`src/rtl/disp_pkg.sv`:
```
// Shared types and glyph constants for the CPU output display.
// Glyphs are active-high {g,f,e,d,c,b,a}.
package disp_pkg;

  localparam int unsigned NUM_DIGITS = 4;

  typedef logic [3:0] nibble_t;
  typedef logic [$clog2(NUM_DIGITS)-1:0] digit_idx_t;

  localparam logic [6:0] SEG_0     = 7'h3F;
  localparam logic [6:0] SEG_1     = 7'h06;
  localparam logic [6:0] SEG_2     = 7'h5B;
  localparam logic [6:0] SEG_3     = 7'h4F;
  localparam logic [6:0] SEG_4     = 7'h66;
  localparam logic [6:0] SEG_5     = 7'h6D;
  localparam logic [6:0] SEG_6     = 7'h7D;
  localparam logic [6:0] SEG_7     = 7'h07;
  localparam logic [6:0] SEG_8     = 7'h7F;
  localparam logic [6:0] SEG_9     = 7'h6F;
  localparam logic [6:0] SEG_A     = 7'h77;
  localparam logic [6:0] SEG_B     = 7'h7C;
  localparam logic [6:0] SEG_C     = 7'h39;
  localparam logic [6:0] SEG_D     = 7'h5E;
  localparam logic [6:0] SEG_E     = 7'h79;
  localparam logic [6:0] SEG_F     = 7'h71;
  localparam logic [6:0] SEG_BLANK = 7'h00;

endpackage

```
`src/rtl/hex_to_seg7.sv`:
```
// Combinational hex nibble to active-high 7-segment glyph, with forced blank.
module hex_to_seg7
  import disp_pkg::*;
(
  input  nibble_t    nibble_i,
  input  logic       blank_i,
  output logic [6:0] seg_o
);

  always_comb begin
    seg_o = SEG_BLANK;
    if (!blank_i) begin
      unique case (nibble_i)
        4'h0: seg_o = SEG_0;
        4'h1: seg_o = SEG_1;
        4'h2: seg_o = SEG_2;
        4'h3: seg_o = SEG_3;
        4'h4: seg_o = SEG_4;
        4'h5: seg_o = SEG_5;
        4'h6: seg_o = SEG_6;
        4'h7: seg_o = SEG_7;
        4'h8: seg_o = SEG_8;
        4'h9: seg_o = SEG_9;
        4'hA: seg_o = SEG_A;
        4'hB: seg_o = SEG_B;
        4'hC: seg_o = SEG_C;
        4'hD: seg_o = SEG_D;
        4'hE: seg_o = SEG_E;
        4'hF: seg_o = SEG_F;
      endcase
    end
  end

endmodule

```
`src/rtl/cpu_out_display.sv`:
```
// Captures each new CPU OUT value, counts updates, and scans it onto a
// multiplexed 4-digit 7-segment display with a post-update flash on dp.
module cpu_out_display
  import disp_pkg::*;
#(
  parameter int unsigned SCAN_DIV    = 50000,
  parameter int unsigned FLASH_CYC   = 5000000,
  parameter bit          LEAD_BLANK  = 1'b1,
  parameter bit          SEG_ACT_LOW = 1'b1
) (
  input  logic        clock,
  input  logic        reset_n,
  input  logic [15:0] din,
  input  logic        hold,
  output logic [6:0]  seg,
  output logic        dp,
  output logic [3:0]  an,
  output logic [15:0] shown,
  output logic [7:0]  upd_cnt
);

  localparam int unsigned DivW   = $clog2(SCAN_DIV);
  localparam int unsigned FlashW = (FLASH_CYC > 0) ? $clog2(FLASH_CYC + 1) : 1;
  localparam logic [6:0]  SegOff = {7{SEG_ACT_LOW}};
  localparam logic [3:0]  AnOff  = {NUM_DIGITS{SEG_ACT_LOW}};

  logic [15:0]       shown_q, shown_d;
  logic [7:0]        upd_cnt_q, upd_cnt_d;
  logic [FlashW-1:0] flash_q, flash_d;
  logic [DivW-1:0]   div_q, div_d;
  digit_idx_t        idx_q, idx_d;
  logic [6:0]        seg_q, seg_d;
  logic              dp_q, dp_d;
  logic [3:0]        an_q, an_d;

  logic       capture;
  nibble_t    nibble;
  logic       blank;
  logic [6:0] seg_raw;

  // X on din makes the compare unknown, which the if below treats as no capture.
  always_comb begin
    capture   = 1'b0;
    shown_d   = shown_q;
    upd_cnt_d = upd_cnt_q;
    flash_d   = flash_q;
    if (!hold && (din != shown_q)) begin
      capture = 1'b1;
    end
    if (capture) begin
      shown_d = din;
      flash_d = FlashW'(FLASH_CYC);
      if (upd_cnt_q != 8'hFF) begin
        upd_cnt_d = upd_cnt_q + 8'd1;
      end
    end else if (flash_q != '0) begin
      flash_d = flash_q - 1'b1;
    end
  end

  always_comb begin
    div_d = div_q + 1'b1;
    idx_d = idx_q;
    if (div_q == DivW'(SCAN_DIV - 1)) begin
      div_d = '0;
      idx_d = idx_q + 1'b1;
    end
  end

  // Outputs are built from the current index and value, so an and seg move together.
  always_comb begin
    nibble = shown_q[{idx_q, 2'b00} +: 4];
    blank  = LEAD_BLANK && (idx_q != '0) && ((shown_q >> {idx_q, 2'b00}) == 16'h0);
    seg_d  = seg_raw ^ SegOff;
    dp_d   = ((idx_q == '0) && (flash_q != '0)) ^ SEG_ACT_LOW;
    an_d   = (4'b0001 << idx_q) ^ AnOff;
  end

  hex_to_seg7 u_hex_to_seg7 (
    .nibble_i (nibble),
    .blank_i  (blank),
    .seg_o    (seg_raw)
  );

  always_ff @(posedge clock or negedge reset_n) begin
    if (!reset_n) begin
      shown_q   <= '0;
      upd_cnt_q <= '0;
      flash_q   <= '0;
      div_q     <= '0;
      idx_q     <= '0;
      seg_q     <= SegOff;
      dp_q      <= SEG_ACT_LOW;
      an_q      <= AnOff;
    end else begin
      shown_q   <= shown_d;
      upd_cnt_q <= upd_cnt_d;
      flash_q   <= flash_d;
      div_q     <= div_d;
      idx_q     <= idx_d;
      seg_q     <= seg_d;
      dp_q      <= dp_d;
      an_q      <= an_d;
    end
  end

  assign seg     = seg_q;
  assign dp      = dp_q;
  assign an      = an_q;
  assign shown   = shown_q;
  assign upd_cnt = upd_cnt_q;

endmodule
```
`config.mk`:
```
export PLATFORM = sky130hd
export DESIGN_NAME = cpu_out_display
export DESIGN_NICKNAME = d
export VERILOG_FILES = /design/src/rtl/disp_pkg.sv /design/src/rtl/hex_to_seg7.sv /design/src/rtl/cpu_out_display.sv
export SDC_FILE = /design/constraint.sdc
export NUM_CORES = 1
export LEC_CHECK = 0
export ABC_CLOCK_PERIOD_IN_PS = 2200
export BUFFER_PORTS_ARGS = -buffer_cell sky130_fd_sc_hd__buf_2
export CAP_MARGIN = 20
export CORE_MARGIN = 2
export CORE_UTILIZATION = 30
export CTS_CLUSTER_DIAMETER = 40
export DETAILED_ROUTE_END_ITERATION = 8
export PLACE_DENSITY = 0.56
export REMOVE_ABC_BUFFERS = 1
export SYNTH_ARGS = -nofsm -noshare
export SYNTH_HDL_FRONTEND = slang
export SYNTH_HIERARCHICAL = 1
export SYNTH_SLANG_ARGS = --single-unit
```
`constraint.sdc`:
```
create_clock -name clock -period 2.2 [get_ports clock]
set_input_delay 0.33 -clock clock [delete_from_list [all_inputs] [get_ports clock]]
set_output_delay 0.33 -clock clock [all_outputs]
set_load 0.01 [all_outputs]
```
Yosys cells after proc, flatten, opt, wreduce, memory -nomap -nowiden
Memories as Yosys holds them, arrays and structs flattened.
Cells that the tools add are included.
W data, S select, Z words.
{ "op_classes": {"shift": 3, "addsub": 4, "muxes": 5, "bitwise": 3, "n_eq_ne": 3, "n_reduce_logical": 10} }
{ "op_table": {"columns": ["operator", "count"], "rows": [
  ["$mux W23", 2],
  ["$reduce_bool A23 Y1", 1],
  ["$sub A23 B1 Y23 const B", 1],
  ["$add A16 B1 Y16 const B", 1],
  ["$eq A16 B16 Y1 const B", 1],
  ["$logic_not A16 Y1", 1],
  ["$mux W16", 1],
  ["$ne A16 B16 Y1", 1],
  ["$shiftx A16 B5 Y4", 1],
  ["$shr A16 B4 Y16", 1],
  ["$add A8 B1 Y8 const B", 1],
  ["$ne A8 B8 Y1 const B", 1],
  ["$mux W7", 1],
  ["$not A7 Y7", 1],
  ["$not A4 Y4", 1],
  ["$reduce_bool A2 Y1", 2],
  ["$shl A1 B2 Y4 const A", 1],
  ["$logic_and A1 B1 Y1", 3],
  ["$add A2 B1 Y2 const B", 1],
  ["$logic_not A2 Y1", 1],
  ["$reduce_and A2 Y1", 1],
  ["$logic_not A1 Y1", 1],
  ["$mux W1", 1],
  ["$not A1 Y1", 1]
]} }
{ "word_totals": {"input_bits": 19, "out_inout_bits": 36, "wordCells": 37, "n_memories": 1, "romBits": 112, "reg_bits": 77} }
{ "memory_table": {"columns": ["name", "words", "width", "read_ports", "rd_ports_with_merged_regs", "wr", "line_no", "rtl"], "rows": [
  ["(name not given)", 16, 7, 1, 0, 0, "hex_to_seg7.sv:13", "unique case (nibble_i)"]
]} }

Logic depth before layout (Yosys ltp)
{ "logic_depth": {"ltp_word": 5, "ltp_mapped": 8} }

By module
The synthesis kept the hierarchy.
{ "modules_own_cells": {"columns": ["mod", "cells_each", "instances", "area_per_inst_um2"], "rows": [
  ["cpu_out_display", 333, 1, 3764.9],
  ["hex_to_seg7", 35, 1, 261.5]
]} }

Worst setup path after synthesis
No wires, ideal clock.
{ "synth_timing": {"kind": "reg2reg", "startpoint": "reg idx_q[0]", "endpoint": "reg seg_q[1], in the netlist seg[1]", "n_path_buf": 1, "setup_ns": 0.058, "path_stages_with_launch": 8, "period_less_slack_ns": 2.448, "t_arrival_ns": 2.389, "path_slack_ns": -0.248, "path_cell_list": "dfrtp_1 > clkbuf_1 > inv_1 > ha_1 > a2111oi_0 > a31o_2 > a21oi_1 > inv_1"} }
{ "synth_between": {"elab_chain_cells": 5} }
{ "synth_lines": {"columns": ["element", "line_no", "rtl"], "rows": [
  ["start: declaration", "cpu_out_display.sv:31", "digit_idx_t idx_q, idx_d;"],
  ["start signal: assignment", "cpu_out_display.sv:100", "idx_q <= idx_d;"],
  ["$shr A16 B4 Y16", "cpu_out_display.sv:73", "blank = LEAD_BLANK && (idx_q != '0) && ((shown_q >> {idx_q, 2'b00}) == 16'h0);"],
  ["$logic_not A16 Y1", "cpu_out_display.sv:73", null],
  ["$logic_and A1 B1 Y1 (*)", "cpu_out_display.sv:73", null],
  ["net blank", "cpu_out_display.sv:38", "logic blank;"],
  ["$mux W7 (*)", "hex_to_seg7.sv:12", "if (!blank_i) begin"],
  ["net seg_raw[1]", "cpu_out_display.sv:39", "logic [6:0] seg_raw;"],
  ["$not A7 Y7 (no line) (*)", null, null],
  ["net seg_d[1]", "cpu_out_display.sv:32", "logic [6:0] seg_q, seg_d;"],
  ["end signal: assignment", "cpu_out_display.sv:92", "seg_q <= SegOff;"],
  ["end signal: assignment", "cpu_out_display.sv:101", "seg_q <= seg_d;"],
  ["end: declaration", "cpu_out_display.sv:32", null]
]} }
Mark *: on every way through the listed nets, which the timed path passes. The rest lies on a longest branch.
A chain may end at the register's enable or synchronous reset.

Worst setup path after layout
{ "layout_timing": {"startpoint": "reg shown_q[1], in the netlist shown[1]", "endpoint": "reg shown_q[5], in the netlist shown[5]"} }
{ "layout_between": {"elab_chain_cells": 3} }
{ "layout_lines": {"columns": ["element", "line_no", "rtl"], "rows": [
  ["start: declaration", "cpu_out_display.sv:27", "logic [15:0] shown_q, shown_d;"],
  ["start signal: assignment", "cpu_out_display.sv:96", "shown_q <= shown_d;"],
  ["$ne A16 B16 Y1", "cpu_out_display.sv:47", "if (!hold && (din != shown_q)) begin"],
  ["$logic_and A1 B1 Y1", "cpu_out_display.sv:47", null],
  ["$mux W1", "cpu_out_display.sv:47", null]
]} }
No other way between the ends.

==> run metrics <==
outcome=completed; largest net degree at the start of global routing=46; Initial Utilization=30.5%; clock buffer count from CTS=9; Post-synth ARST share=100%; Design Area, Final=0.00496 sq mm; final WL=8.52 mm; Synth Warn #=6; Worst Path Required=2430 ps; post-synthesis sequential area ratio=48.2%; Comb pwr share=16.2%; antenna viol nets, final=0; GP Congestion=0.813; Skew-Pair Late Insertion Delay=340 ps; post-layout min period=2130 ps; Nets=467; CP Capture Type=flop; max-cap violation count=0; ys flop type=dfrtp_1; # port buffers=54; count leader, synth=dfrtp_1; Core ar.=0.0132 sq mm; RSZ-0062 raised after global routing=false; Crit path arrival time=2360 ps; DR WL/cell=13.8 um; total number of vias=2953; Final WS setup=74.2 ps; # hold bufs at CTS=0; Peak VDD IR=0.423 mV; Setup WS pre-CTS=46.4 ps; number of library cell types mapped by synthesis=49; Via density=4.79; worst hold path type=input pin to asynchronous set/reset pin; Sequential Power Share=42.9%; Setup TNS=0 ps; compound-cell area share of the yosys netlist=7.15%; vias in the first global route=2956; Max Slew Vio Count=0; mux contribution to synthesized area=8.33%; Power Density=811 mW/mm^2; n_diodes=0; Synth area leaders=dfrtp_1 (40%), dfstp_2 (7.8%), xnor2_1 (5.4%); Internal Power=2.91 mW; initial antenna violation count=0; Seq cells post-synth=77; Max FO, Critical Path=15; detailed placement HPWL=6.27 mm; Lkg Pwr=2.14 nW; first-pass GRT wire length=14.6 mm; Initial DRC Count=92; placed cell area=0.00460 sq mm; root buf cell=clkbuf_16; XOR/XNOR share of the synthesized area=10.4%; Critical Path Start Type=flop; crit path kind=flop to flop; sw power=1.11 mW; Worst-path clk slew=60 ps; clk sinks=77; relative slew slack=59.6%; clock group share of total power=41.0%; Post-Synth Simple-Gate Area=18.1%; Final Hold Viols=0; cell mode on critical path=buf_4; Final Cycle Share=96.6%; synthesis-to-layout area growth=23.2%; DIE AREA=0.0144 sq mm; final setup vio count=0; crit-path max cell delay=460 ps; Mapped Cells=368; DIE HEIGHT=120 um; largest family of logic cells by synthesized area=simple AND/OR/NAND/NOR gates; row count=42; GRT Resource Usage Total=12.6%; proportion of layout cells with a drive suffix above 1=30.5%; most frequent cells after synthesis=dfrtp_1 (65), nor2_1 (40), xnor2_1 (25); Adder-Cell Fraction of Synth Area=4.04%; clk buf depth=2; CTS tree=yes; Max Clk Rate=470 MHz; Synth Cell Area=0.00403 sq mm; Worst-Margin Slew=607 ps; CP Cell Sequence=xor2_1, nor4_1, buf_4, a41oi_4, buf_4, mux2_2; DRC viols=0; Syn Area/Cell=10.9 sq um; Synth area leader=dfrtp_1; die width=120 um; final hold slack=3.66 ps; Remaining Overflow, GRT=0; Synth top area share=40.4%; CTS H-tree depth=3; Net Sw Frac=27.6%; first-pass detailed-route iteration total=5; Reg2Reg Depth=6; critical path's slowest cell=nor4_1; Boundary Pins=55; Post-synth EDFFs=0; clk_skew=6.94 ps
sequential cells by signal, summed over array words and instances, names as in the netlist:
name and cells:
an 4, div_q 16, dp 1, flash_q 23, idx_q 2, seg 7
shown 16, upd_cnt 8
power groups by stage:
| stage | clock (mW) | sequential, mW | combinational (mW) |
|---|---|---|---|
| after global routing | 1.75 | 1.75 | 0.732 |
| after global placement | 0 | 1.74 | 0.648 |
| final | 1.65 | 1.72 | 0.650 |
| after CTS | 1.69 | 1.72 | 0.661 |
| after detailed placement | 0 | 1.75 | 0.660 |
| after floorplan | 0 | 1.78 | 0.348 |
worst max-delay path, delay by kind of cell (launching register included):
family	cells	cell delay, ps
XOR/XNOR	1	170
buffers and inverters	2	470
flip-flops	1	430
AO/OA/AOI/OAI	1	200
AND/OR/NAND/NOR	1	460
multiplexers	1	280
per-stage QoR:
stage / power (mW) / utilization [%] / cells
5_1_grt: 4.23 / 37.6 / 616
4_1_cts: 4.07 / 37.4 / 615
3_3_place_gp: 2.39 / 34.9 / 599
2_1_floorplan: 2.12 / - / 354
3_5_place_dp: 2.41 / 34.9 / 599
6_report: 4.02 / 37.6 / 616
cell families after synthesis:
| logic type | Yosys count |
|---|---|
| buf+inv | 37 |
| simple gates | 128 |
| fa+ha+maj | 13 |
| flops | 77 |
| mux | 25 |
| compound gates | 40 |
| xor+xnor | 48 |
per-layer routing:
layer / track usage (%) / up-vias / part of all wire [%]
met3: 2.38 / 15 / 3.3
met4: 6.40 / 0 / 2.3
li1: - / 1436 / -
met1: 17.2 / 1449 / 49
met2: 19.2 / 53 / 45
met5: 0 / - / 0
layout make-up:
type / instances / area (sq um)
clock buffer: 10 / 239
tap: 176 / 220
timing repair buffer: 70 / 418
fill: 1292 / 8230
clock inverter: 6 / 92.6
inverter: 23 / 86.3
multi-input combinational: 254 / 1960
sequential: 77 / 1940
repair_timing:
| item | 4_1_cts | 5_1_grt |
|---|---|---|
| endpoints found under the setup margin | 0 | 8 |
| gates resized for setup | 0 | 2 |
| buffers inserted | 0 | 1 |
cell usage in the layout, fill, tap and decap left out, types with 2 or more instances in the layout:
cell type,n
nor2_1,40
nand2b_1,6
nor3_1,9
xnor2_1,25
nand4_1,5
bufinv_16,2
or4_1,5
or2_2,2
nand2_1,11
dfrtp_1,65
xor2_1,23
or3_1,3
and4_1,2
a2111oi_1,2
mux4_2,5
buf_4,15
o21ai_0,4
nor4_4,2
ha_1,13
nand3_1,12
a211o_1,3
o31ai_1,2
dfstp_2,12
a21oi_1,10
nor4_1,12
inv_1,23
mux2i_1,2
a21boi_0,2
nor4b_2,2
buf_2,53
nor2b_1,3
clkbuf_16,9
buf_12,2
inv_6,2
mux2_2,18
and3_1,7
clkinvlp_4,2
a211oi_1,7
final timing paths:
check | start | to | slack (ps)
max in group asynchronous | reset_n | an[1]$_DFF_PN1_ | 1540
min in group clock | din[0] | shown[0]$_DFFE_PN0P_ | 240
hold / removal | reset_n | shown[7]$_DFFE_PN0P_ | 4
hold reg to reg | div_q[0]$_DFF_PN0_ | div_q[0]$_DFF_PN0_ | 450
setup reg to reg | shown[1]$_DFFE_PN0P_ | shown[5]$_DFFE_PN0P_ | 70
setup / recovery | shown[1]$_DFFE_PN0P_ | shown[5]$_DFFE_PN0P_ | 70
(Power assumes the default switching activity.)
